**src/rtl/fa8_seq_adder_ctrl.sv**
```systemverilog
// rtl/fa8_seq_adder_ctrl.sv - byte-serial FA_8 add/subtract sequencer (subtract enabled by FA8_SEQ_SUB_EN)

// One 8-bit full adder slice.
module fa_8 (
  input  logic [7:0] a,
  input  logic [7:0] b,
  input  logic       cin,
  output logic [7:0] s,
  output logic       cout
);

  assign {cout, s} = {1'b0, a} + {1'b0, b} + {8'b0, cin};

endmodule

module fa8_seq_adder_ctrl #(
  parameter int NUM_BYTES = 4
) (
  input  logic                     clk,
  input  logic                     rst,
  input  logic                     start,
  input  logic                     op,
  input  logic [8*NUM_BYTES-1:0]   a,
  input  logic [8*NUM_BYTES-1:0]   b,
  output logic                     busy,
  output logic                     done,
  output logic [8*NUM_BYTES-1:0]   sum,
  output logic                     cout,
  output logic                     ovf
);

  localparam int W  = 8 * NUM_BYTES;
  localparam int CW = $clog2(NUM_BYTES);
  localparam logic [CW-1:0] LAST_CNT = CW'(NUM_BYTES - 1);

  typedef enum logic [1:0] {
    IDLE = 2'd0,
    RUN  = 2'd1,
    DONE = 2'd2
  } state_t;

  state_t          state;
  state_t          state_nxt;
  logic [W-1:0]    opa;
  logic [W-1:0]    opb;
  logic [W-1:0]    work;
  logic [W-1:0]    work_nxt;
  logic [W-1:0]    b_eff;
  logic            cin0;
  logic            carry;
  logic [CW-1:0]   cnt;
  logic            last;
  logic [7:0]      fa_s;
  logic            fa_cout;
  logic            ovf_nxt;

`ifdef FA8_SEQ_SUB_EN
  // Subtract is a + ~b + 1: invert b and seed the carry chain with 1.
  assign b_eff = op ? ~b : b;
  assign cin0  = op;
`else
  // Add-only build: op is accepted but has no effect.
  logic unused_op;
  assign unused_op = op;
  assign b_eff     = b;
  assign cin0      = 1'b0;
`endif

  fa_8 u_fa_8 (
    .a    (opa[7:0]),
    .b    (opb[7:0]),
    .cin  (carry),
    .s    (fa_s),
    .cout (fa_cout)
  );

  assign last = (cnt == LAST_CNT);

  // On the top byte the adder sees the MSBs of a and b_eff directly.
  assign ovf_nxt = (opa[7] == opb[7]) && (fa_s[7] != opa[7]);

  // Merge the current adder byte into the working result at the counter slot.
  always_comb begin
    work_nxt = work;
    work_nxt[int'(cnt) * 8 +: 8] = fa_s;
  end

  // State register.
  always_ff @(posedge clk) begin
    if (rst) begin
      state <= IDLE;
    end else begin
      state <= state_nxt;
    end
  end

  // Next-state and handshake outputs.
  always_comb begin
    state_nxt = state;
    busy      = 1'b0;
    done      = 1'b0;
    case (state)
      IDLE: begin
        if (start) begin
          state_nxt = RUN;
        end
      end
      RUN: begin
        busy = 1'b1;
        if (last) begin
          state_nxt = DONE;
        end
      end
      DONE: begin
        done      = 1'b1;
        state_nxt = IDLE;
      end
      default: begin
        state_nxt = IDLE;
      end
    endcase
  end

  // Operand capture, byte-serial accumulation and result publication.
  always_ff @(posedge clk) begin
    if (rst) begin
      opa   <= '0;
      opb   <= '0;
      work  <= '0;
      carry <= 1'b0;
      cnt   <= '0;
      sum   <= '0;
      cout  <= 1'b0;
      ovf   <= 1'b0;
    end else begin
      case (state)
        IDLE: begin
          if (start) begin
            opa   <= a;
            opb   <= b_eff;
            carry <= cin0;
            cnt   <= '0;
          end
        end
        RUN: begin
          work  <= work_nxt;
          carry <= fa_cout;
          opa   <= opa >> 8;
          opb   <= opb >> 8;
          cnt   <= cnt + 1'b1;
          if (last) begin
            sum  <= work_nxt;
            cout <= fa_cout;
            ovf  <= ovf_nxt;
          end
        end
        default: begin
        end
      endcase
    end
  end

endmodule

```
**config.mk**
```make
export PLATFORM = sky130hd
export DESIGN_NAME = fa8_seq_adder_ctrl
export DESIGN_NICKNAME = d
export VERILOG_FILES = /design/src/rtl/fa8_seq_adder_ctrl.sv
export SDC_FILE = /design/constraint.sdc
export NUM_CORES = 1
export LEC_CHECK = 0
export CAP_MARGIN = 20
export CORE_ASPECT_RATIO = 0.75
export CORE_MARGIN = 3
export CORE_UTILIZATION = 57
export DETAILED_ROUTE_END_ITERATION = 7
export DONT_BUFFER_PORTS = 1
export GPL_TIMING_DRIVEN = 0
export PLACE_DENSITY = 0.75
export SETUP_SLACK_MARGIN = 0.1
export SYNTH_ARGS = -nofsm -noshare
export SYNTH_HDL_FRONTEND = slang
export SYNTH_HIERARCHICAL = 1
export SYNTH_SLANG_ARGS = --single-unit
```
**constraint.sdc**
```tcl
create_clock -name clk -period 2.3 [get_ports clk]
set_input_delay 0.575 -clock clk [delete_from_list [all_inputs] [get_ports clk]]
set_output_delay 0.575 -clock clk [all_outputs]
set_load 0.1 [all_outputs]
```
==> results of run 1 <==
==> power breakdown <==
part | switching [µW] | leakage, µW | internal [µW]
Combinational | 553 | 0.00113 | 336
Sequential | 88.5 | 0.00104 | 2310
Clock | 907 | 0.000272 | 1670
Total | 1550 | 0.00244 | 4320
==> stage by stage <==
step	hold WS (ns)	instance area [µm²]	utilization, %
final	0.328	6570	70.0
after global routing	0.334	6570	70.0
after CTS	0.321	6490	69.2
after detailed placement	0.456	5840	62.2
after global placement	0.445	5840	62.2
after floorplan	0.432	5680	-
==> cells by family after synthesis <==
logic type / Yosys count
muxes: 48
DFF: 127
buffers and inverters: 63
and+or+nand+nor: 205
xor gates and xnor gates: 4
AOI/OAI and AO/OA: 148
adders and majority gates: 14
==> worst max path at each step <==
stage	slack, ns	start	to	cells past startpoint
3_3_place_gp	-0.31	opa[0]	sum[20]	7
4_1_cts	0.09	opb[2]	sum[21]	7
6_report	0.11	carry	sum[20]	8
3_5_place_dp	-0.42	opa[0]	sum[20]	7
5_1_grt	0.03	opb[2]	sum[5]	7
2_1_floorplan	0.16	opa[0]	sum[20]	7
==> sequential cells by signal, summed over array words and instances, names as in the netlist <==
name   cells
opa       32
opb       32
sum       32
work      24
cnt        2
state      2
carry      1
cout       1
ovf        1
==> repair_timing <==
item	4_1_cts	5_1_grt
pin swaps	7	5
gates cloned	0	0
hold buffers	0	0
resized for setup	13	18
setup buffers	4	1
setup endpoints to repair	25	26
==> per-layer routing <==
| layer | part of all wire, % | vias to the layer above | routed length [µm] | track usage (%) |
|---|---|---|---|---|
| met2 | 45 | 246 | 7130 | 44.2 |
| met3 | 11 | 23 | 1730 | 10.9 |
| met1 | 42 | 2375 | 6620 | 37.5 |
| met5 | 0 | - | 0 | 0 |
| met4 | 1.3 | 0 | 203 | 8.02 |
| li1 | - | 2261 | - | - |
==> area by class of cell <==
cell class	instances	area [µm²]	area share, %
Buffer	54	288	4.38
Clock inverter	8	118	1.79
Clock buffer	21	440	6.70
Sequential cell	127	2540	38.7
Inverter	8	30.0	0.457
Multi-Input combinational cell	419	2950	44.9
Tap cell	128	160	2.44
Timing Repair Buffer	5	41.3	0.628
==> cell usage after synthesis (4+ instances only) <==
library cell,instances
buf_4,4
nor2b_1,4
a21oi_1,23
nor2_1,106
a22oi_1,18
ha_1,12
clkbuf_1,24
inv_1,7
a32oi_1,11
buf_6,4
a211oi_1,55
nand2b_1,14
nand2_1,15
dfxtp_1,127
o21ai_1,5
nand3b_1,16
buf_2,22
nor3_1,12
o21ai_0,6
mux2i_1,48
a311oi_1,6
a221oi_1,11
nand3_1,25
==> critical path, delay by kind of cell (launching register included) <==
family | cells | cell delay (ns)
compound gates | 3 | 0.54
buf+inv | 1 | 0.16
xor+xnor | 1 | 0.19
flops | 1 | 0.33
fa+ha+maj | 2 | 0.81
simple gates | 1 | 0.08
==> qor.txt, run 1 <==
Post-synth ARST share - 0%
Routed Antenna Nets - 0
post-synthesis compound-gate area fraction - 19.2%
sequential fraction of the synthesis area - 44.8%
maximum number of pins on one net before global-route repair - 20
Worst-Skew Late Latency - 0.41 ns
Initial DRC Count - 436
status - finished clean
H-tree Lvls - 4
Die Wd - 121 µm
nets@finish - 714
Worst VDD drop - 0.000584 V
Largest stage delay, worst path - 0.41 ns
Final Worst Setup Slack - 0.107 ns
worst-case clock skew - 0.00765 ns
WL/cell - 20.4 µm
Synth Warn # - 6
Area contributors post-synth - dfxtp_1 (45%), mux2i_1 (8.5%), a211oi_1 (7.3%)
Pwr Density - 893 nW/µm²
CP Cell Sequence - fa_2 > fa_2 > a21oi_4 > o21bai_2 > xor2_2 > buf_6 > nand3_1 > a311oi_1
CTS root buffer - clkbuf_16
clock tree sinks - 127
DP HPWL - 11.2 mm
RSZ-0062 raised after global routing - true
Synth Register Bits - 127
via-per-instance ratio - 6.37
DR DRC count - 0
share of Yosys cell area claimed by the top area cell type - 44.8%
Die ar. - 11200 µm²
GPL Wtd Cong - 0.869
IO Pins - 104
largest family of logic cells by synthesized area - compound AO/OA/AOI/OAI gates
final setup fails - 0
CTS Buf Count - 17
share of cells above drive strength 1 - 14.6%
hold depth - 2
CP Capture Type - flop
upper clock frequency limit - 456 MHz
biggest area consumer among synthesized cells - dfxtp_1
number of synthesized flops with an enable pin - 0
port buffer count - 0
antenna cells - 0
critical-path maximum fanout - 4
Mean Syn Cell Area - 9.32 µm²
row cnt - 30
DP Worst Slack - -0.422 ns
reg2reg path depth - 8
CTS tree - built
WHS Endpoint - opa[31]
most frequent cells in the layout - dfxtp_1 (126), nor2_1 (106), a211oi_1 (54)
post-synthesis cell count - 609
area share of and/or/nand/nor cells after synthesis - 18.0%
Setup CP Type - reg -> reg
core area - 9380 µm²
slowest CP cell - fa_2
R2R Setup Slk - 0.11 ns
Final Total Pwr - 5870 µW
max-slew violation count - 0
hold path startpoint - a[31]
total track usage - 28.6%
total number of vias - 4905
post-synthesis mux area share - 8.46%
most used cell, CP - fa_2
CP arrival - 2.52 ns
vias in the first global route - 4883
period utilization - 95.4%
Initial Util - 60.5%
Max clock buf depth - 2
initial antenna violation count - 0
worst-margin pin slew - 1.01 ns
Hold Path Class - in -> reg
WP data required - 2.62 ns
Rel. slew slack - 32.5%
Final min period - 2.19 ns
xor/xnor cell area share of the yosys netlist - 0.617%
synthesized cell area - 5680 µm²
total wire length - 15.7 mm
r2r startpoint - carry
clk slew on worst S/H paths - 0.05 ns
Post-synth top flop - dfxtp_1
DIE HEIGHT - 92.4 µm
most common cell after layout, fill and taps aside - dfxtp_1
FILL cells - 741
Congestion Overflow GR - 0
max-cap violations - 0
first-pass GRT wire length - 25.1 mm
crit start category - flop
Post-Synth Adder-Cell Area - 3.35%
TritonRoute pass-1 iters - 5
RR Endpoint - sum[20]
Non-Filler Instances - 770
count of cell types in the netlist - 49
Fin. Hold Viols - 0
Static Leak - 0.00244 µW
P&R area growth vs syn - 15.8%
TNS Setup - 0 ns
Mapped Nets - 691
Placed Cells - 737
(Power assumes the default switching activity.)
==> run 2, diff against run 1 <==
Settings changed: CORE_MARGIN 3 to 5, CORE_UTILIZATION 57 to 61, PLACE_DENSITY 0.75 to 0.77.
Clock period 2.3 ns to 2.5 ns, I/O delays scaled along.
==> run 2 against run 1 <==
Global-route usage barely moved. Total power fell by 8.5%. Final area fell by 1.1%. Combinational power is 12% lower. Critical path type is now reg -> out. Core utilization rose by 1.5 points. Critical endpoint is now done.
==> qor.txt, run 2 (synthesis gave the netlist of run 1 again) <==
status - finished clean
upper clock frequency limit - 428 MHz
port buffer count - 0 (unchanged)
Finished Cell Area - 6500 µm² (-1.1%)
critical-path maximum fanout - 10 (+6)
Rel. slew slack - 31.3% (-1.2 points)
total track usage - 28.6% (about the same)
DR DRC count - 0 (unchanged)
CP Capture Type - output pin
most common cell after layout, fill and taps aside - dfxtp_1
max-slew violation count - 0 (unchanged)
WP data required - 1.88 ns (-0.74 ns)
Congestion Overflow GR - 0 (unchanged)
Initial Util - 62.5% (+2.0 points)
P&R area growth vs syn - 14.5%
via-per-instance ratio - 6.44 (+1.1%)
Routed Antenna Nets - 0 (unchanged)
total number of vias - 4958 (+1.1%)
Crit path buffers/inverters - 2 (+1)
final setup fails - 0 (unchanged)
clock tree sinks - 127 (unchanged)
hold_buf cts - 0 (unchanged)
Static Leak - 0.00242 µW (-0.74%)
Final min period - 2.34 ns
Hold Path Class - in -> reg
Largest stage delay, worst path - 0.53 ns (+0.12 ns)
Worst VDD drop - 0.000493 V (-16%)
nets@finish - 712 (-0.28%)
RSZ-0062 raised after global routing - false
Hold Worst Slack - 0.376 ns (+0.0480 ns)
CP Depth - 3 (-5)
core area - 9080 µm² (-3.2%)
Fin. Hold Viols - 0 (unchanged)
CTS Buf Count - 17 (unchanged)
Die Wd - 121 µm (+0.13%)
vias in the first global route - 4895 (+0.25%)
worst-margin pin slew - 1.03 ns (+0.0185 ns)
Worst-Skew Late Latency - 0.41 ns (about the same)
CP delay by family, top - simple AND/OR/NAND/NOR gates
most used cell, CP - buf_4
Initial DRC Count - 510 (+17%)
GPL Wtd Cong - 0.858 (-1.3%)
IO Pins - 104 (unchanged)
crit start category - flop
max-cap violations - 0 (unchanged)
total wire length - 16.1 mm (+2.6%)
CTS root buffer - clkbuf_16
worst-case clock skew - 0.00637 ns (-0.00128 ns)
share of cells above drive strength 1 - 13.4% (-1.2 points)
hold depth - 2 (unchanged)
CTS tree - built
DP HPWL - 11.2 mm (+0.60%)
antenna cells - 0 (unchanged)
cell area after placement - 5840 µm² (unchanged)
CP arrival - 1.71 ns (-0.81 ns)
slowest CP cell - nor2b_4
initial antenna violation count - 0 (unchanged)
Pwr Density - 827 nW/µm² (-7.5%)
maximum number of pins on one net before global-route repair - 17 (-15%)
TritonRoute pass-1 iters - 5 (unchanged)
Die ar. - 11400 µm² (+1.3%)
reg2reg path depth - 8 (unchanged)
WL/cell - 20.9 µm (+2.6%)
H-tree Lvls - 4 (unchanged)
period utilization - 93.5%
Max clock buf depth - 2 (unchanged)
first-pass GRT wire length - 25.2 mm (+0.36%)
CP Cell Sequence - buf_4 > buf_4 > nor2b_4
Regs by FF count - opa (32), opb (32), sum (32)
clk slew on worst S/H paths - 0.05 ns (about the same)
row cnt - 30 (unchanged)
Setup CP Type - reg -> out
most frequent cells in the layout - dfxtp_1 (127), nor2_1 (106), a211oi_1 (55)
DIE HEIGHT - 93.5 µm (+1.2%)
run 2: cell count changes in the layout (fill, tap and decap cells not counted), moves of 2 or more:
cell       delta
clkbuf_8      +6
ha_1          +3
ha_2          -3
a21oi_4       -2
a221oi_1      +2
a221oi_2      -2
buf_2         +2
buf_4         -2
bufinv_16     -2
run 2: report_power, final:
group | internal [µW] | total [µW] | switching, µW
Sequential | 2130 | 2210 | 80.0
Combinational | 284 | 784 | 500
Clock | 1520 | 2380 | 868
run 2: what timing repair did:
action / CTS / global route
pin swaps: 1 / 1
setup endpoints to repair: 15 / 18
resized for setup: 5 / 9
buffers inserted: 2 / 0
run 2: path summary, 6_finish.rpt:
path	start	to	slack, ns
worst min-delay path	a[24]	opa[24]	0.38
worst max register to register	opa[0]	sum[4]	0.19
worst min register to register	work[21]	work[21]	0.46
worst max-delay path	state[0]	done	0.16
run 2: per-layer routing:
layer | routed length [µm] | vias to the layer above | GRT usage (%)
met4 | 243 | 0 | 7.93
met1 | 6890 | 2431 | 36.6
met2 | 7400 | 238 | 44.6
li1 | - | 2259 | -
met3 | 1570 | 30 | 11.9
met5 | 0 | - | 0
run 2: layout make-up:
class                   count  area [µm²]
repair buffers              2        18.8
fillers                   720        2580
well taps                 128         160
clock inverters             5        52.6
flip-flops and latches    127        2540
plain buffers              55         287
multi-input cells         419        2890
clock buffers              26         519
inverters                   8        30.0
run 2: stage by stage:
| step | setup WS (ns) | utilization, % | power, µW | TNS, ns | std cells |
|---|---|---|---|---|---|
| final | 0.163 | 71.6 | 5380 | 0 | 770 |
| after global routing | 0.102 | 71.6 | 5520 | 0 | 770 |
| after CTS | 0.0777 | 71.1 | 5310 | 0 | 770 |
| after detailed placement | -0.157 | 64.3 | 2940 | -0.486 | 737 |
| after global placement | -0.118 | 64.3 | 2910 | -0.256 | 737 |
| after floorplan | 0.365 | - | 2750 | 0 | 609 |
==> run 3, diff against run 2 <==
Settings changed: ABC_AREA set to 1, CTS_CLUSTER_DIAMETER set to 150.
==> run 3 against run 2 <==
Routed wire length rose by 8.4%. Final area grew 14%. Cell count grew 56%. Sequential power about the same. Clock skew increased by 0.0056 ns. Largest cell class unchanged. Via count is 28% higher.
==> qor.txt, run 3 <==
nets@finish - 1131 (+59%)
Max clock buf depth - 2 (unchanged)
Die ar. - 13000 µm² (+14%)
share of Yosys cell area claimed by the top area cell type - 38.7% (-6.1 points)
final setup fails - 0 (unchanged)
total wire length - 17.5 mm (+8.4%)
vias in the first global route - 5805 (+19%)
top-count cell post-synth - nand2_1
period utilization - 94.2% (+0.77 points)
Mapped Nets - 1110 (+61%)
TNS Setup - 0 ns (unchanged)
hold path startpoint - a[24]
most crowded layer after global routing - met1
Setup CP Type - reg -> out
max-cap violations - 0 (unchanged)
Regs by FF count - opa (32), opb (32), sum (32)
total track usage - 27.1% (-1.5 points)
CTS root buffer - clkbuf_16
post-synthesis cell count - 1028 (+69%)
Initial DRC Count - 518 (+1.6%)
r2r startpoint - cnt[0]
Congestion Overflow GR - 0 (unchanged)
Pwr Density - 757 nW/µm² (-8.4%)
reg2reg path depth - 10 (+2)
H-tree Lvls - 4 (unchanged)
biggest area consumer among synthesized cells - dfxtp_1
share of cells above drive strength 1 - 8.29% (-5.1 points)
Worst VDD drop - 0.000538 V (+9.1%)
via-per-instance ratio - 5.32 (-17%)
Post-synth top flop - dfxtp_1
CTS Buf Count - 17 (unchanged)
row cnt - 32 (+6.7%)
R2R Setup Slk - 0.26 ns (+0.07 ns)
clock tree sinks - 127 (unchanged)
Final min period - 2.36 ns (+0.0193 ns)
core area - 10400 µm² (+15%)
first-pass GRT wire length - 28.0 mm (+11%)
DIE HEIGHT - 99.9 µm (+6.8%)
sequential fraction of the synthesis area - 38.7% (-6.1 points)
CP Cell Sequence - inv_2 > nor2_2
most frequent cells in the layout - nand2_1 (241), inv_1 (196), nand3_1 (184)
met1 track demand over resource - 40.8% (+4.2 points)
Rel. slew slack - 26.2% (-5.0 points)
WHS Endpoint - opa[24]
hold depth - 2 (unchanged)
crit start category - flop
CTS tree - built
antenna cells - 0 (unchanged)
DP HPWL - 12.5 mm (+11%)
Largest stage delay, worst path - 0.83 ns (+0.30 ns)
RR Endpoint - sum[23]
Mean Syn Cell Area - 6.40 µm² (-31%)
Final Worst Setup Slack - 0.144 ns (-0.0193 ns)
number of synthesized flops with an enable pin - 0 (unchanged)
status - finished clean
GR Layer Usage met2 - 38.3% (-6.3 points)
Synth Register Bits - 127 (unchanged)
upper clock frequency limit - 424 MHz (-0.82%)
worst-case clock skew - 0.0119 ns (+0.00556 ns)
worst-margin pin slew - 1.11 ns (+0.0756 ns)
CP Capture Type - output pin
Area contributors post-synth - dfxtp_1 (39%), nand3_1 (14%), nand2_1 (14%)
synthesized cell area - 6580 µm² (+16%)
GPL Wtd Cong - 0.926 (+7.9%)
port buffer count - 0 (unchanged)
CP arrival - 1.73 ns (+0.02 ns)
DR DRC count - 0 (unchanged)
initial antenna violation count - 0 (unchanged)
Die Wd - 130 µm (+7.0%)
Worst-Skew Late Latency - 0.42 ns (about the same)
Routed Antenna Nets - 0 (unchanged)
WP data required - 1.88 ns (about the same)
WL/cell - 14.6 µm (-30%)
IO Pins - 104 (unchanged)
met3 usage - 7.45% (-4.4 points)
Synth Warn # - 6 (unchanged)
Synth top cells by count - nand2_1 (241), inv_1 (196), nand3_1 (185)
P&R area growth vs syn - 12.6%
maximum number of pins on one net before global-route repair - 17 (unchanged)
TritonRoute pass-1 iters - 8 (+3)
clk slew on worst S/H paths - 0.06 ns (about the same)
Fin. Hold Viols - 0 (unchanged)
RSZ-0062 raised after global routing - false
Hold Path Class - in -> reg
Initial Util - 63.2% (+0.69 points)
Post-synth ARST share - 0% (unchanged)
critical-path maximum fanout - 3 (-7)
max-slew violation count - 0 (unchanged)
slowest CP cell - nor2_2
total number of vias - 6368 (+28%)
count of cell types in the netlist - 26 (-47%)
DP Worst Slack - 0.123 ns (+0.280 ns)
most common cell after layout, fill and taps aside - nand2_1
Static Leak - 0.00359 µW (+48%)
==> run 3: changes by cell type after synthesis, sizes merged, moves of 13 or more <==
cell | before | now
nor2 | 106 | 72
mux2i | 48 | 0
inv | 8 | 199
a211oi | 55 | 0
a22oi | 18 | 0
nand2b | 14 | 0
a21oi | 24 | 102
nand3 | 27 | 186
nand2 | 15 | 246
nand3b | 17 | 4
==> run 3: how the worst max path moves through the flow <==
stage	startpoint	endpoint	slack, ns	depth (start not counted)
final	state[1]	done	0.14	2
after global routing	cnt[0]	sum[23]	0.07	10
after CTS	state[0]	busy	0.12	4
after detailed placement	cnt[0]	sum[15]	0.12	11
after global placement	state[1]	done	0.11	2
after floorplan	state[1]	done	0.19	2
==> run 3: final cells by class <==
cell class	instances	area, µm²
Inverter	201	754
Tap cell	136	170
Timing Repair Buffer	2	15.0
Buffer	61	285
Sequential cell	127	2540
Multi-Input combinational cell	639	3030
Fill cell	923	3000
Clock inverter	13	164
Clock buffer	19	443
==> run 3: metal layers <==
metal | vias up | share of wire (%) | routed length [µm]
li1 | 3219 | - | -
met1 | 2875 | 48 | 8400
met2 | 251 | 42 | 7250
met3 | 23 | 9.3 | 1630
met4 | 0 | 1.0 | 177
met5 | - | 0 | 0
==> run 3: power breakdown <==
| group | total [µW] | switching [µW] | internal (µW) |
|---|---|---|---|
| registers | 2230 | 84.3 | 2150 |
| clock network | 2540 | 945 | 1600 |
| logic | 835 | 559 | 277 |
| total | 5610 | 1590 | 4020 |
==> run 3: timing repair <==
item	4_1_cts	5_1_grt
pin swaps	0	1
endpoints found under the setup margin	2	43
gates resized for setup	3	9
setup buffers	0	2
hold buffers	0	0
endpoints found under the hold margin	0	0
==> run 3: cell families (layout without fill, tap and decap cells) <==
group | count (synthesis) | count (layout) | synth area share [%]
XOR/XNOR | 3 | 3 | 0.400
AND/OR/NAND/NOR | 518 | 518 | 34.5
adder cells (fa/ha/maj) | 14 | 14 | 2.89
buffers and inverters | 262 | 296 | 15.6
flip-flops | 127 | 127 | 38.7
AO/OA/AOI/OAI | 104 | 104 | 7.95
==> run 3: worst max-delay path: cells and delay by family, from the launching register on <==
kind / cells / cell delay, ns
buffers and inverters: 1 / 0.08
DFF: 1 / 0.40
and+or+nand+nor: 1 / 0.83
==> run 3: per-stage QoR <==
| stage | cell area [µm²] | utilization, % | std cells | total power [µW] | hold WS (ns) |
|---|---|---|---|---|---|
| floorplan | 6580 | - | 1028 | 2870 | 0.462 |
| global placement | 6750 | 64.8 | 1164 | 3050 | 0.474 |
| detailed placement | 6750 | 64.8 | 1164 | 3070 | 0.478 |
| CTS | 7370 | 70.8 | 1196 | 5580 | 0.345 |
| global route | 7410 | 71.2 | 1198 | 5850 | 0.340 |
| finish | 7410 | 71.2 | 1198 | 5610 | 0.350 |
